### src/rtl/fpl_config_loader.sv
// Streams a byte-wide configuration image into the per-function registers on a
// simple write-only bus master, then compares a trailing XOR checksum byte.
module fpl_config_loader #(
  parameter int NUM_FUNCS     = 8,
  parameter int REGS_PER_FUNC = 5
) (
  input  logic        clk,
  input  logic        resetn,
  input  logic        start,
  input  logic        abort,
  input  logic [7:0]  s_data,
  input  logic        s_valid,
  output logic        s_ready,
  output logic [15:0] m_addr,
  output logic [31:0] m_wdata,
  output logic [3:0]  m_wstrb,
  output logic        m_valid,
  input  logic        m_ready,
  output logic        busy,
  output logic        done,
  output logic        err,
  output logic        aborted
);
  typedef enum logic [2:0] {IDLE, FETCH, WRITE, CHECK, FIN} state_t;

  localparam logic [3:0] LAST_FUNC = 4'(NUM_FUNCS - 1);
  localparam logic [2:0] LAST_REG  = 3'(REGS_PER_FUNC - 1);

  state_t      r_state;
  logic [3:0]  r_func_idx;
  logic [2:0]  r_reg_idx;
  logic [7:0]  r_csum;
  logic        r_rdy;
  logic        r_abort_pend;
  logic        r_m_valid;
  logic [15:0] r_m_addr;
  logic [31:0] r_m_wdata;
  logic [3:0]  r_m_wstrb;
  logic        r_busy;
  logic        r_done;
  logic        r_err;
  logic        r_aborted;

  logic        w_take;
  logic        w_last_reg;
  logic        w_last_write;

  // An abort in the same cycle must block the byte handshake, so it gates ready directly.
  assign s_ready      = r_rdy & ~abort;
  assign w_take       = s_valid & s_ready;
  assign w_last_reg   = (r_reg_idx == LAST_REG);
  assign w_last_write = w_last_reg && (r_func_idx == LAST_FUNC);

  assign m_addr  = r_m_addr;
  assign m_wdata = r_m_wdata;
  assign m_wstrb = r_m_wstrb;
  assign m_valid = r_m_valid;
  assign busy    = r_busy;
  assign done    = r_done;
  assign err     = r_err;
  assign aborted = r_aborted;

  always_ff @(posedge clk or negedge resetn) begin
    if (!resetn) begin
      r_state      <= IDLE;
      r_func_idx   <= '0;
      r_reg_idx    <= '0;
      r_csum       <= '0;
      r_rdy        <= 1'b0;
      r_abort_pend <= 1'b0;
      r_m_valid    <= 1'b0;
      r_m_addr     <= '0;
      r_m_wdata    <= '0;
      r_m_wstrb    <= '0;
      r_busy       <= 1'b0;
      r_done       <= 1'b0;
      r_err        <= 1'b0;
      r_aborted    <= 1'b0;
    end else begin
      r_done <= 1'b0;
      case (r_state)
        IDLE: begin
          if (start) begin
            r_state      <= FETCH;
            r_func_idx   <= '0;
            r_reg_idx    <= '0;
            r_csum       <= '0;
            r_err        <= 1'b0;
            r_aborted    <= 1'b0;
            r_abort_pend <= 1'b0;
            r_rdy        <= 1'b1;
            r_busy       <= 1'b1;
          end
        end
        FETCH: begin
          if (abort) begin
            r_state   <= FIN;
            r_rdy     <= 1'b0;
            r_aborted <= 1'b1;
            r_done    <= 1'b1;
          end else if (w_take) begin
            r_state   <= WRITE;
            r_rdy     <= 1'b0;
            r_csum    <= r_csum ^ s_data;
            r_m_valid <= 1'b1;
            r_m_addr  <= {4'h0, r_func_idx, 5'h00, r_reg_idx};
            r_m_wdata <= {24'h0, s_data};
            r_m_wstrb <= 4'b0001;
          end
        end
        WRITE: begin
          if (m_ready) begin
            r_m_valid <= 1'b0;
            if (w_last_reg) begin
              r_reg_idx  <= '0;
              r_func_idx <= r_func_idx + 4'd1;
            end else begin
              r_reg_idx <= r_reg_idx + 3'd1;
            end
            if (abort || r_abort_pend) begin
              r_state   <= FIN;
              r_aborted <= 1'b1;
              r_done    <= 1'b1;
            end else begin
              r_state <= w_last_write ? CHECK : FETCH;
              r_rdy   <= 1'b1;
            end
          end else if (abort) begin
            r_abort_pend <= 1'b1;
          end
        end
        CHECK: begin
          if (abort) begin
            r_state   <= FIN;
            r_rdy     <= 1'b0;
            r_aborted <= 1'b1;
            r_done    <= 1'b1;
          end else if (w_take) begin
            r_state <= FIN;
            r_rdy   <= 1'b0;
            r_err   <= (s_data != r_csum);
            r_done  <= 1'b1;
          end
        end
        FIN: begin
          r_state <= IDLE;
          r_busy  <= 1'b0;
        end
        default: begin
          r_state <= IDLE;
          r_busy  <= 1'b0;
          r_rdy   <= 1'b0;
        end
      endcase
    end
  end
endmodule

### config.mk
export PLATFORM = sky130hd
export DESIGN_NAME = fpl_config_loader
export DESIGN_NICKNAME = d
export VERILOG_FILES = /design/src/rtl/fpl_config_loader.sv
export SDC_FILE = /design/constraint.sdc
export NUM_CORES = 1
export LEC_CHECK = 0
export CORE_MARGIN = 5
export CORE_UTILIZATION = 51
export DETAILED_ROUTE_END_ITERATION = 10
export PLACE_DENSITY = 0.86
export REMOVE_ABC_BUFFERS = 1
export SLEW_MARGIN = 20
export SYNTH_ARGS = -nofsm -noshare
export SYNTH_HDL_FRONTEND = slang
export SYNTH_SLANG_ARGS = --single-unit
### constraint.sdc
create_clock -name clk -period 5.1 [get_ports clk]
set_clock_uncertainty 0.2 [all_clocks]
set_input_delay 1.02 -clock clk [delete_from_list [all_inputs] [get_ports clk]]
set_output_delay 1.02 -clock clk [all_outputs]
set_load 0.05 [all_outputs]
==> impl_table.tex <==
\begin{tabular}{lr}
\hline
Metric & Value \\
\hline
\multicolumn{2}{l}{\textbf{Detailed routing}} \\
DRC Markers & 0 \\
Routed wire per std cell & 13.9 um \\
First-pass iteration count of the detailed router & 4 \\
Number of vias after detailed routing & around 1600 \\
Number of antenna-violating nets in the routed design & 0 \\
Initial drt markers & 152 \\
Final wirelength & roughly 4500 um \\
Vias per inst & 5.05 \\
\multicolumn{2}{l}{\textbf{Finish}} \\
Growth of design area from synthesis to finish & 13.0\% \\
Most common cell after layout, fill and taps aside & sky130\_fd\_sc\_hd\_\_nand2\_1 \\
Post-route cell area & 0.00275 mm\^{}2 \\
Count of nets after finishing & 288 \\
Utilization of the core after routing & 58.9\% \\
Ratio of cells with drive above 1 in the final layout & 12.5\% \\
Final antenna diode count & 0 \\
Most frequent cells in the layout & sky130\_fd\_sc\_hd\_\_nand2\_1 (43), sky130\_fd\_sc\_hd\_\_dfrtp\_1 (41), sky130\_fd\_sc\_hd\_\_conb\_1 (36) \\
\multicolumn{2}{l}{\textbf{Timing}} \\
Final Slew Violations & 0 \\
Final critical-path required period & 3.78 ns \\
Share of the cycle needed by the critical path after routing & 74.1\% \\
Maximum achievable frequency & approximately 260 MHz \\
Endpoints failing hold & 0 \\
Summed negative setup slack over all endpoints & 0 ns \\
Worst hold slack & $\sim$0.27 ns \\
Relative slew margins & 38.7\% \\
Setup repair after global routing missed its margin & no \\
Final setup slack of the worst path & 1.32 ns \\
Finish-stage setup viols & 0 \\
Least-Margin Pin Slew & 0.920 ns \\
\multicolumn{2}{l}{\textbf{Floorplanning}} \\
Core region area & 0.00466 mm\^{}2 \\
Height of the die & 79.0 um \\
Initial Util & 52.1\% \\
Total I/O pin count & 72 \\
Placement Rows & 25 \\
Die footprint & 0.00624 mm\^{}2 \\
Die X & 79.0 um \\
\multicolumn{2}{l}{\textbf{Global route}} \\
Vias in the first global route & 1601 \\
First-pass GRT wire length & about 7300 um \\
Fraction of met2 tracks used by global routing & around a quarter \\
Aggregate global routing overflow & 0 \\
Most Used Layer, Global Route & met2 \\
Fraction of met3 tracks used by global routing & about 4.3\% \\
Antenna violations before repair & 0 \\
All-Layer GR Usage & between 10\% and 20\% \\
Met1 track demand over resource & 19.9\% \\
Largest net degree at the start of global routing & 42 \\
\multicolumn{2}{l}{\textbf{Clock network}} \\
TritonCTS sink count & 41 \\
Reg clk slew, reported paths & 0.08 ns \\
CTS resizes & 0 \\
Number of clock buffers inserted by TritonCTS & 5 \\
Count of hold buffers inserted by post-cts repair & 0 \\
Setup fix buffers added after clock tree synthesis & 0 \\
Clock latency reported for the late side of the worst-skew pair & 0.30 ns \\
TritonCTS clock tree & built \\
Clk root buf & sky130\_fd\_sc\_hd\_\_clkbuf\_8 \\
Number of levels in the clock H-tree & 2 \\
Clock tree buffer depth & 2 \\
\multicolumn{2}{l}{\textbf{Setup path}} \\
Crit path max-delay family & buffers and inverters \\
Crit path cell chain & clkdlybuf4s50\_1, nor2\_1, clkdlybuf4s50\_1 \\
Required time at the endpoint of the critical path & 3.88 ns \\
CP arrival & 2.56 ns \\
Critical path buffer and inverter count & 2 \\
WS Path Type & input pin to output pin \\
Slowest stage delay, CP & 0.81 ns \\
Critical Path Source Type & input pin \\
Cell seen most often among critical-path stages & sky130\_fd\_sc\_hd\_\_clkdlybuf4s50\_1 \\
Slowest cell on crit path & sky130\_fd\_sc\_hd\_\_clkdlybuf4s50\_1 \\
CP Max Fanout & 10 \\
Category of the worst setup path capture point & output pin \\
\multicolumn{2}{l}{\textbf{Power}} \\
Switching power & 0.649 mW \\
Fraction of power spent switching nets & 45.8\% \\
Areal power density over the cells & 516 mW/mm\^{}2 \\
Gate power share & 49.5\% \\
Static leakage & 1.27 nW \\
Internal cell power & $\sim$0.77 mW \\
Proportion of power drawn by flip-flops and latches & 35.6\% \\
Peak supply drop & 0.000237 V \\
Relative contribution of the clock network to total power & 14.9\% \\
\multicolumn{2}{l}{\textbf{Logic synthesis}} \\
Flop and latch count out of synthesis & 41 \\
Largest cells by area after synthesis & sky130\_fd\_sc\_hd\_\_dfrtp\_1 (42\%), sky130\_fd\_sc\_hd\_\_buf\_4 (11\%), sky130\_fd\_sc\_hd\_\_mux2i\_4 (7.4\%) \\
Number of standard cells after synthesis & 239 \\
Part of the Yosys area used for sequential elements & 42.2\% \\
Synthesized cell area & 0.00243 mm\^{}2 \\
Synth warnings & 0 \\
Mean instance size in the synthesized netlist & 10.2 um\^{}2 \\
Proportion of netlist area held by the largest area contributor & 42.2\% \\
Library cell with the largest summed area after synthesis & sky130\_fd\_sc\_hd\_\_dfrtp\_1 \\
Library cells used by synthesis & 39 \\
\multicolumn{2}{l}{\textbf{Place}} \\
Detailed placer's ending HPWL & 3240 um \\
Global placement routability congestion & 0.838 \\
Total cell area at the placement stage & around 0.0027 mm\^{}2 \\
Count of input and output buffers & 35 \\
Worst setup slack before clock tree synthesis & 1.32 ns \\
\multicolumn{2}{l}{\textbf{Run status}} \\
Result of the run & completed \\
\multicolumn{2}{l}{\textbf{Worst hold path}} \\
Tightest Hold Check Type & register to register \\
\multicolumn{2}{l}{\textbf{Run}} \\
Max Cap Violations & 0 \\
\hline
\end{tabular}
## cell families after synthesis
logic type / share of synthesized area, %
muxes: 13.7
AOI/OAI and AO/OA: 8.55
DFF: 42.2
and+or+nand+nor: 14.3
xor gates and xnor gates: 3.96
buffers and inverters: 15.6
adders and majority gates: 1.54
other: 0.154
## power by group through the flow
stage / clock network (mW) / registers [mW] / logic (mW)
floorplan: 0 / 0.696 / 0.318
global route: 0.231 / 0.518 / 0.745
CTS: 0.218 / 0.505 / 0.709
global placement: 0 / 0.506 / 0.696
finish: 0.211 / 0.505 / 0.702
detailed placement: 0 / 0.512 / 0.706
## cells in the mapped netlist, drive strengths merged
cell / instances
ha: 3
mux2i: 9
nor2: 9
nand2b: 3
clkbuf: 4
mux2: 10
buf: 43
dfrtp: 41
a2111oi: 2
conb: 1
a22o: 2
nor3: 4
a31oi: 1
a21boi: 1
o21a: 1
nand3: 4
o21bai: 1
o32a: 1
a21oi: 7
nand4: 4
nor4: 3
and3: 1
o31ai: 1
nor4bb: 1
o21ai: 12
a221o: 2
o2111a: 1
or4: 1
xnor2: 11
nand4b: 1
nand2: 44
inv: 10
## flip-flops by register name (all words and copies together), names as in the netlist
name	cells
m_valid	1
m_addr	7
busy	1
r_rdy	1
r_func_idx	4
r_state	3
r_csum	8
r_reg_idx	3
aborted	1
r_abort_pend	1
m_wdata	8
m_wstrb	1
err	1
done	1
## per-stage QoR
stage	instances	power (mW)
finish	326	1.42
global route	326	1.49
CTS	326	1.43
detailed placement	318	1.22
global placement	318	1.20
floorplan	227	1.01
## final cells by class
class | instances | area, um^2
Timing Repair Buffer | 37 | 360
Tap cell | 54 | 67.6
Multi-Input combinational cell | 176 | 1170
Sequential cell | 41 | 1030
Inverter | 10 | 37.5
Fill cell | 410 | 1910
Clock buffer | 5 | 68.8
Clock inverter | 3 | 17.5
## worst register-to-register path: stages, from the launching register on
cell                      delay [ns]
sky130_fd_sc_hd__dfrtp_1        0.59
sky130_fd_sc_hd__or4_4          0.82
sky130_fd_sc_hd__mux2_4         0.39
sky130_fd_sc_hd__mux2i_4        0.13
## worst paths after layout
kind | from | to | slack [ns] | depth (start not counted)
worst max-delay path | abort | s_ready | 1.32 | 3
worst min-delay path | m_wstrb[0] | m_wstrb[0] | 0.27 | 1
worst max register to register | r_state[2] | r_csum[5] | 2.90 | 3
worst min register to register | m_wstrb[0] | m_wstrb[0] | 0.27 | 1
max in group asynchronous | resetn | m_wdata[4] | 3.47 | 1
min in group asynchronous | resetn | aborted | 0.65 | 1
## metal layers
layer  share of wire [%]  vias to the layer above
met3                 7.4                        5
met5                   0                        -
met4                 1.1                        0
li1                    -                      793
met1                  44                      788
met2                  47                       61
Power figures use the tool's default switching activity.
